[config.mk]
export PLATFORM = sky130hd
export DESIGN_NAME = sdp_arb_flat
export DESIGN_NICKNAME = d
export VERILOG_FILES = /design/src/rtl/sdp_pkg.sv /design/src/rtl/sdp_arb_if.sv /design/src/rtl/sdp_arb_rr_arbiter.sv /design/src/rtl/sdp_arb.sv /design/src/flat_wrapper.sv
export SDC_FILE = /design/constraint.sdc
export NUM_CORES = 1
export LEC_CHECK = 0
export ABC_AREA = 1
export CAP_MARGIN = 0
export CELL_PAD_IN_SITES_DETAIL_PLACEMENT = 2
export CELL_PAD_IN_SITES_GLOBAL_PLACEMENT = 2
export CORE_MARGIN = 2
export CORE_UTILIZATION = 22
export CTS_CLUSTER_SIZE = 8
export DETAILED_ROUTE_END_ITERATION = 6
export GPL_ROUTABILITY_DRIVEN = 0
export PLACE_DENSITY = 0.79
export SETUP_SLACK_MARGIN = 0.1
export SLEW_MARGIN = 10
export SYNTH_ARGS = -nofsm -noshare
export SYNTH_HDL_FRONTEND = slang
export SYNTH_SLANG_ARGS = --single-unit
[constraint.sdc]
create_clock -name clk -period 1.4 [get_ports clk]
set_input_delay 0.28 -clock clk [delete_from_list [all_inputs] [get_ports clk]]
set_output_delay 0.28 -clock clk [all_outputs]
set_load 0.01 [all_outputs]
[src/rtl/sdp_pkg.sv]
// Shared SDP definitions: default bus widths, transaction record, GPIO register map
// and a helper for sizing requester-index fields.
package sdp_pkg;

  localparam int SDP_ADDR_W = 1;
  localparam int SDP_DATA_W = 1;

  localparam logic [SDP_ADDR_W-1:0] GPIO_ADDR_RD = SDP_ADDR_W'(0);
  localparam logic [SDP_ADDR_W-1:0] GPIO_ADDR_WR = SDP_ADDR_W'(1);

  typedef struct packed {
    logic                  we;
    logic [SDP_ADDR_W-1:0] addr;
    logic [SDP_DATA_W-1:0] wd;
  } sdp_txn_t;

  function automatic int idx_width(input int n);
    return (n > 1) ? $clog2(n) : 1;
  endfunction

endpackage

[src/rtl/sdp_arb_if.sv]
// Requester-side and peripheral-side signals of the SDP arbiter, bundled as one interface.
interface sdp_arb_if #(
  parameter int NREQ   = 2,
  parameter int ADDR_W = 1,
  parameter int DATA_W = 1
);

  logic [NREQ-1:0]        req_i;
  logic [NREQ-1:0]        req_we_i;
  logic [NREQ*ADDR_W-1:0] req_a_i;
  logic [NREQ*DATA_W-1:0] req_wd_i;
  logic [NREQ-1:0]        gnt_o;
  logic [NREQ-1:0]        rvalid_o;
  logic [NREQ*DATA_W-1:0] rdata_o;

  logic [ADDR_W-1:0] wa;
  logic              we;
  logic [DATA_W-1:0] wd;
  logic [ADDR_W-1:0] ra;
  logic              re;
  logic [DATA_W-1:0] rd;

  modport slave (
    input  req_i, req_we_i, req_a_i, req_wd_i, rd,
    output gnt_o, rvalid_o, rdata_o, wa, we, wd, ra, re
  );

  modport master (
    output req_i, req_we_i, req_a_i, req_wd_i, rd,
    input  gnt_o, rvalid_o, rdata_o, wa, we, wd, ra, re
  );

endinterface

[src/rtl/sdp_arb_rr_arbiter.sv]
// Combinational one-hot round-robin picker: searches upward from i_last+1, wrapping,
// and grants the first requester found.
module rr_arbiter #(
  parameter int NREQ  = 2,
  parameter int IDX_W = 1
) (
  input  logic [NREQ-1:0]  i_req,
  input  logic [IDX_W-1:0] i_last,
  output logic [NREQ-1:0]  o_gnt,
  output logic [IDX_W-1:0] o_gnt_idx
);

  always_comb begin
    logic             found;
    logic [IDX_W-1:0] idx;
    // NOTE: every output and temporary gets a default before the loop so no path
    // leaves a value unassigned, which would otherwise infer a latch.
    o_gnt     = '0;
    o_gnt_idx = '0;
    found     = 1'b0;
    idx       = '0;
    for (int i = 1; i <= NREQ; i++) begin
      idx = IDX_W'((int'(i_last) + i) % NREQ);
      if (!found && i_req[idx]) begin
        found      = 1'b1;
        o_gnt[idx] = 1'b1;
        o_gnt_idx  = idx;
      end
    end
  end

endmodule

[src/rtl/sdp_arb.sv]
// Round-robin arbiter sharing one SDP peripheral port among NREQ requesters, with a
// registered issue stage and a response stage that steers read data to its owner.
module sdp_arb
  import sdp_pkg::*;
#(
  parameter int NREQ   = 2,
  parameter int ADDR_W = SDP_ADDR_W,
  parameter int DATA_W = SDP_DATA_W
) (
  input logic   clk,
  input logic   rst_n,
  sdp_arb_if.slave bus
);

  localparam int IDX_W = idx_width(NREQ);

  typedef struct packed {
    logic              we;
    logic [ADDR_W-1:0] addr;
    logic [DATA_W-1:0] wd;
  } txn_t;

  logic [NREQ-1:0]   w_gnt;
  logic [IDX_W-1:0]  w_gnt_idx;
  logic              w_any_gnt;
  txn_t              w_txn;
  logic [ADDR_W-1:0] w_req_a  [NREQ];
  logic [DATA_W-1:0] w_req_wd [NREQ];

  logic [IDX_W-1:0]  r_last;
  logic              r_we;
  logic              r_re;
  logic [ADDR_W-1:0] r_wa;
  logic [ADDR_W-1:0] r_ra;
  logic [DATA_W-1:0] r_wd;
  logic [IDX_W-1:0]  r_iss_owner;
  logic              r_rsp_rd;
  logic [IDX_W-1:0]  r_rsp_owner;
  logic [NREQ-1:0]   r_rvalid;
  logic [DATA_W-1:0] r_rdata [NREQ];

  for (genvar g = 0; g < NREQ; g++) begin : g_flat
    assign w_req_a[g]  = bus.req_a_i[g*ADDR_W +: ADDR_W];
    assign w_req_wd[g] = bus.req_wd_i[g*DATA_W +: DATA_W];
    assign bus.rdata_o[g*DATA_W +: DATA_W] = r_rdata[g];
  end

  rr_arbiter #(
    .NREQ  (NREQ),
    .IDX_W (IDX_W)
  ) u_rr (
    .i_req     (bus.req_i),
    .i_last    (r_last),
    .o_gnt     (w_gnt),
    .o_gnt_idx (w_gnt_idx)
  );

  assign w_any_gnt = |w_gnt;

  always_comb begin
    w_txn.we   = bus.req_we_i[w_gnt_idx];
    w_txn.addr = w_req_a[w_gnt_idx];
    w_txn.wd   = w_req_wd[w_gnt_idx];
  end

  // Issue stage: the winning transaction drives the peripheral port for one cycle.
  always_ff @(posedge clk or negedge rst_n) begin
    if (!rst_n) begin
      r_last      <= IDX_W'(NREQ - 1);
      r_we        <= 1'b0;
      r_re        <= 1'b0;
      r_wa        <= '0;
      r_ra        <= '0;
      r_wd        <= '0;
      r_iss_owner <= '0;
    end else begin
      // NOTE: state is updated with non-blocking assignments so every flop samples
      // pre-edge values, independent of statement order.
      r_we <= w_any_gnt &&  w_txn.we;
      r_re <= w_any_gnt && !w_txn.we;
      if (w_any_gnt) begin
        r_last      <= w_gnt_idx;
        r_iss_owner <= w_gnt_idx;
        if (w_txn.we) begin
          r_wa <= w_txn.addr;
          r_wd <= w_txn.wd;
        end else begin
          r_ra <= w_txn.addr;
        end
      end
    end
  end

  // Response stage: tags trail the peripheral's registered read by one cycle.
  always_ff @(posedge clk or negedge rst_n) begin
    if (!rst_n) begin
      r_rsp_rd    <= 1'b0;
      r_rsp_owner <= '0;
      r_rvalid    <= '0;
      // NOTE: the read-data holding registers are architecturally visible outputs,
      // so they are reset like any other flop rather than left as uninitialised storage.
      r_rdata     <= '{default: '0};
    end else begin
      r_rsp_rd    <= r_re;
      r_rsp_owner <= r_iss_owner;
      r_rvalid    <= '0;
      if (r_rsp_rd) begin
        r_rvalid[r_rsp_owner] <= 1'b1;
        r_rdata[r_rsp_owner]  <= bus.rd;
      end
    end
  end

  assign bus.gnt_o    = w_gnt;
  assign bus.rvalid_o = r_rvalid;
  assign bus.we       = r_we;
  assign bus.re       = r_re;
  assign bus.wa       = r_wa;
  assign bus.ra       = r_ra;
  assign bus.wd       = r_wd;

endmodule

[src/flat_wrapper.sv]
// flat-port wrapper written by rule: the top's interface ports become plain ports
module sdp_arb_flat import sdp_pkg::*;
#(
  parameter int NREQ   = 2,
  parameter int ADDR_W = SDP_ADDR_W,
  parameter int DATA_W = SDP_DATA_W
)
  (clk, rst_n, bus_req_i, bus_req_we_i, bus_req_a_i, bus_req_wd_i, bus_rd, bus_gnt_o, bus_rvalid_o, bus_rdata_o, bus_wa, bus_we, bus_wd, bus_ra, bus_re);
  sdp_arb_if #(.NREQ(NREQ), .ADDR_W(ADDR_W), .DATA_W(DATA_W)) bus_i ();
  input logic clk;
  input logic rst_n;
  input wire logic [$bits(bus_i.req_i)-1:0] bus_req_i;
  input wire logic [$bits(bus_i.req_we_i)-1:0] bus_req_we_i;
  input wire logic [$bits(bus_i.req_a_i)-1:0] bus_req_a_i;
  input wire logic [$bits(bus_i.req_wd_i)-1:0] bus_req_wd_i;
  input wire logic [$bits(bus_i.rd)-1:0] bus_rd;
  output wire logic [$bits(bus_i.gnt_o)-1:0] bus_gnt_o;
  output wire logic [$bits(bus_i.rvalid_o)-1:0] bus_rvalid_o;
  output wire logic [$bits(bus_i.rdata_o)-1:0] bus_rdata_o;
  output wire logic [$bits(bus_i.wa)-1:0] bus_wa;
  output wire logic [$bits(bus_i.we)-1:0] bus_we;
  output wire logic [$bits(bus_i.wd)-1:0] bus_wd;
  output wire logic [$bits(bus_i.ra)-1:0] bus_ra;
  output wire logic [$bits(bus_i.re)-1:0] bus_re;
  assign bus_i.req_i = bus_req_i;
  assign bus_i.req_we_i = bus_req_we_i;
  assign bus_i.req_a_i = bus_req_a_i;
  assign bus_i.req_wd_i = bus_req_wd_i;
  assign bus_i.rd = bus_rd;
  assign bus_gnt_o = bus_i.gnt_o;
  assign bus_rvalid_o = bus_i.rvalid_o;
  assign bus_rdata_o = bus_i.rdata_o;
  assign bus_wa = bus_i.wa;
  assign bus_we = bus_i.we;
  assign bus_wd = bus_i.wd;
  assign bus_ra = bus_i.ra;
  assign bus_re = bus_i.re;
  sdp_arb #(.NREQ(NREQ), .ADDR_W(ADDR_W), .DATA_W(DATA_W)) u_core (.clk(clk), .rst_n(rst_n), .bus(bus_i));
endmodule
# [Word-level counts from Yosys, hierarchy flattened]
# Cells that the tools add are included.
[word_totals] regBits=13 inputBits=11 out_inout_bits=11 wordCells=67
[op_classes] n_addsub=2 magnitude_cmp=10 mux=27 n_bitwise=4 n_reduce_logical=12
[ops] cell="two-way mux 1 bit" n=19
[ops] cell="< comparator 1 x 2 -> 1 bit, second input constant" n=4
[ops] cell="logical AND 1 bit" n=7
[ops] cell="two-way mux 2 bit" n=3
[ops] cell="demux 1 bit (select 1 bit)" n=4
[ops] cell="greater-or-equal comparator 2 bit, second input constant" n=2
[ops] cell="inverter 1 -> 2 bit" n=2
[ops] cell="AND reduction 2 bit" n=2
[ops] cell="greater-or-equal comparator 1 bit, second input constant" n=3
[ops] cell="adder 1 bit, second input constant" n=2
[ops] cell="bitwise mux 2 bit" n=1
[ops] cell="logical NOT 1 bit" n=2
[ops] cell="< comparator 2 x 1 -> 1 bit, second input constant" n=1
[ops] cell="OR 2 bit" n=1
[ops] cell="OR reduction 2 bit" n=1
[ops] cell="inverter 1 bit" n=1

# [Logic depth before layout (Yosys ltp)]
[logic_depth] ltp_word=11 mapped_depth=6 ltp_nobuf=6

# [Cells and area by module]
# Synthesis repeated with hierarchy kept, for this count alone.
[hier_totals] cells_unflattened=66 area_unflattened_um2=545.5
[modules_own_cells] module="sdp_arb" instances=1 cells_each=60 area_per_inst_um2=520.5 seq_area_each_um2=326.6
[modules_own_cells] module="rr_arbiter" instances=1 cells_each=6 area_per_inst_um2=25.0 seq_area_each_um2=0.0

# [Worst setup path after synthesis]
# No wires, ideal clock.
[synth_timing] path_type="register to output" start="register u_core.r_last" end="output port bus_gnt_o[1]" t_arrival_ns=0.814 t_required_ns=1.120 setup_slack_ns=0.306 path_stages_with_launch=4 n_path_buf=0 cell_sequence="dfstp_2 > nand2_1 > nand2_2 > inv_1"
[synth_between] elab_chain_len=8 word_cells_on_any_way=22 cone_classes="add/sub: 2; order compare: 4; mux: 11; bitwise: 1; reduce/logical: 4"
[synth_rtl] item="start: declaration" line_no="sdp_arb.sv:30" text="logic [IDX_W-1:0] r_last;"
[synth_rtl] item="start signal: assignment" line_no="sdp_arb.sv:69" text="r_last <= IDX_W'(NREQ - 1);"
[synth_rtl] item="start signal: assignment" line_no="sdp_arb.sv:82" text="r_last <= w_gnt_idx;"
[synth_rtl] item="adder 1 bit" line_no="sdp_arb_rr_arbiter.sv:23" text="idx = IDX_W'((int'(i_last) + i) % NREQ);"
[synth_rtl] item="< comparator 1 x 2 -> 1 bit (implied by the code) / greater-or-equal comparator 1 bit (equally long branches)" line_no="sdp_arb_rr_arbiter.sv:26" text="o_gnt[idx] = 1'b1;"
[synth_rtl] item="logical AND 1 bit (implied by the code)" line_no="sdp_arb_rr_arbiter.sv:26"
[synth_rtl] item="two-way mux 1 bit (implied by the code)" line_no="sdp_arb_rr_arbiter.sv:26"
[synth_rtl] item="demux 1 bit (select 1 bit)" line_no="sdp_arb_rr_arbiter.sv:26"
[synth_rtl] item="two-way mux 2 bit" line_no="sdp_arb_rr_arbiter.sv:24" text="if (!found && i_req[idx]) begin"
[synth_rtl] item="OR 2 bit (no source line)"
[synth_rtl] item="two-way mux 2 bit *" line_no="sdp_arb_rr_arbiter.sv:24"
[synth_rtl] item="end: declaration" line_no="flat_wrapper.sv:17" text="output wire logic [$bits(bus_i.gnt_o)-1:0] bus_gnt_o;"
# Mark *: on every way between the ends. The rest lies on a longest branch, timed or not. The select of a mux whose other input is x is not followed.

# [Final worst setup path]
# Ends and elaborated chain as after synthesis.

==> results.sh <==
export IMPL_setup_viol=0
export IMPL_root_buffer="clkbuf_4"
export IMPL_yosysSeqAreaShare=0.6214
export IMPL_synth_compound_area_share=0.02857
export IMPL_period_needed_ps=1390
export IMPL_netlist_instances=60
export IMPL_synthXorXnorAreaFrac=0
export IMPL_cts_buffers=3
export IMPL_synth_top_family_by_area="simple AND/OR/NAND/NOR gates"
export IMPL_synthSimpleGateAreaFrac=0.2786
export IMPL_worst_path_max_fanout=3
export IMPL_regArea_sq_um=326.6
export IMPL_drtIter0Drc=3
export IMPL_portBuffers=21
export IMPL_grt_start_max_net_pins=8
export IMPL_clk_latency_ps=260
export IMPL_startpoint_type="flip-flop"
export IMPL_cp_data_arrival_time_ps=1110
export IMPL_grt_pass1_vias=505
export IMPL_synthArstFlopShare=1.000
export IMPL_vdd_drop_max_mv=0.3194
export IMPL_drt_total_wl_microns=1267
export IMPL_layout_nets=103
export IMPL_yosysMostFrequentCell="nand2_1"
export IMPL_synth_flop_cell="dfrtp_1"
export IMPL_syn2layout_area_growth_pct=66.19
export IMPL_crit_type="flip-flop to output port"
export IMPL_layout_drive_gt1_share=0.2637
export IMPL_crit_top_cell="nand2_2"
export IMPL_synth_edf_count=0
export IMPL_clock_fmax_mhz=719.5
export IMPL_cellLeakagePower_nw=0.4912
export IMPL_ys_ff_latch=13
export IMPL_synth_top_area_share=0.5714
export IMPL_route_detailed_wl_per_inst_microns=10.65
export IMPL_vias=514
export IMPL_status="finished clean"
export IMPL_synth_common_cells="nand2_1, dfrtp_1, inv_1"
export IMPL_synthDistinctLibCells=10
export IMPL_tritoncts="yes"
export IMPL_max_slew_worst_pin_slew_ps=311.8
export IMPL_ys_top_cells_by_area="dfrtp_1, nand2_1, nand3_1"
export IMPL_path_cells="nand2_2 -> nand2_2 -> inv_2 -> buf_6"
export IMPL_diodes=0
export IMPL_period_share=0.9928
export IMPL_antenna_found_initial=0
export IMPL_synthAdderAreaFrac=0
export IMPL_power_density_nw_per_um2=1032
export IMPL_synthMuxAreaShare=0
export IMPL_dp_hpwl_microns=1105
export IMPL_slew_headroom=0.7915
export IMPL_cts_path_max_buffers=2
export IMPL_route_detailed_drc=0
export IMPL_clk_pin_slew_worst_paths_ps=70
export IMPL_grt_usage=0.1053
export IMPL_critPathMaxStageDelay_ps=550
export IMPL_synth_warnings=0
export IMPL_multi_input_area_sq_um=202.7
export IMPL_total_power_uw=901.2
export IMPL_slowest_stage="dfstp_2"
export IMPL_syn_avg_cell_area_sq_um=8.758
export IMPL_tns_ps=0
export IMPL_io_pins=22
export IMPL_syn_cell_area_sq_um=525.5
export IMPL_syn_num_nets=71
export IMPL_rows=17
export IMPL_maxCapViolations=0
export IMPL_grt_overflow=0
export IMPL_clock_sinks=13
export IMPL_vias_per_cell=4.319
export IMPL_dieHeight_microns=52.88
export IMPL_end_kind="output port"
export IMPL_htreeDepth=1
export IMPL_grt_pass1_wl_microns=2104
export IMPL_synth_top_area_cell="dfrtp_1"
export IMPL_hold_violations=0
export IMPL_required_ps=1120
export IMPL_postCtsHoldBufs=0
export IMPL_core_area_sq_um=2233
export IMPL_postRouteAntennaNets=0
export IMPL_initial_utilization=0.2353
export IMPL_firstDrtPassIters=2
export IMPL_min_path_type="input port to async pin"
export IMPL_die_area_sq_um=2796
export IMPL_fillCellCount=271
export IMPL_grt_setup_unrepaired="true"
export IMPL_die_width_microns=52.88
export IMPL_final_max_slew_violation_count=0
export IMPL_finClkSkew_ps=1.329
report_power, final:
part | switching (mW) | total [mW] | internal [mW]
combinational | 0.118 | 0.233 | 0.115
sequential | 0.0242 | 0.454 | 0.430
clock | 0.105 | 0.215 | 0.110
routing by layer:
metal,track usage,routed length [microns],vias to the layer above
li1,-,-,245
met1,0.1266,514,247
met2,0.1813,646,20
met3,0.01695,100,2
met4,0.05128,6,0
met5,0,0,-
kinds of logic (layout without fill, tap and decap cells):
kind of cell / Yosys count / count (layout)
AOI/OAI and AO/OA: 3 / 3
DFF: 13 / 13
buffers and inverters: 10 / 41
and+or+nand+nor: 34 / 34
sequential cells by signal, indices dropped and copies added, names as in the netlist:
signal               cells
u_core.r_iss_owner       1
u_core.bus.wd            1
u_core.r_rsp_rd          1
u_core.bus.re            1
u_core.bus.rdata_o       2
u_core.bus.we            1
u_core.r_rsp_owner       1
u_core.r_last            1
u_core.bus.ra            1
u_core.bus.wa            1
u_core.bus.rvalid_o      2
cell type report:
class                   instances  area share
flip-flops and latches         13      0.3739
repair buffers                 27      0.2808
multi-input cells              37      0.2321
inverters                      10     0.04298
well taps                      28     0.04011
clock buffers                   4     0.03009
worst paths after layout:
check / cells past startpoint / endpoint / slack (ps) / start
min in group clk: 0 / u_core.r_rsp_rd / 380 / u_core.bus.re
worst min register to register: 0 / u_core.r_rsp_rd / 380 / u_core.bus.re
max in group asynchronous: 2 / u_core.bus.rdata_o[0] / 720 / rst_n
worst max-delay path: 4 / bus_gnt_o[1] / 10 / u_core.r_last
worst min-delay path: 1 / u_core.bus.re / 270 / rst_n
worst max register to register: 6 / u_core.bus.wd / 210 / u_core.r_last
what timing repair did:
| action | 4_1_cts | 5_1_grt |
|---|---|---|
| setup endpoints to repair | 11 | 6 |
| gates resized for setup | 21 | 11 |
| buffers inserted | 2 | 0 |
| pin swaps | 1 | 1 |
cell usage in the layout, fill, tap and decap left out, types with 2 or more instances in the layout:
| cell type | Yosys | layout |
|---|---|---|
| nand3_1 | 8 | 4 |
| dlymetal6s2s_1 | 0 | 2 |
| nor2_1 | 2 | 2 |
| dfrtp_1 | 12 | 12 |
| dlygate4sd2_1 | 0 | 9 |
| nand3_2 | 1 | 4 |
| buf_4 | 0 | 6 |
| inv_1 | 10 | 9 |
| nand2_1 | 22 | 18 |
| clkbuf_4 | 0 | 3 |
| clkdlybuf4s50_1 | 0 | 8 |
| nand2_2 | 1 | 5 |
critical path: cells and delay by family, from the launching register on:
kind          cells  cell delay (ps)
flops             1              550
simple gates      2              150
buf+inv           2              150
metrics by stage:
step	cell area, sq um	utilization	setup WS (ps)	instances	hold WS (ps)
after floorplan	525.5	-	305.6	60	-15.59
after global placement	815.8	0.3653	-369.7	115	369.0
after detailed placement	815.8	0.3653	-409.9	115	370.5
after CTS	848.3	0.3798	-4.143	121	271.0
after global routing	873.3	0.3910	-44.19	119	267.4
final	873.3	0.3910	10.13	119	269.7
Note: power is estimated with default switching activity, not from simulation.
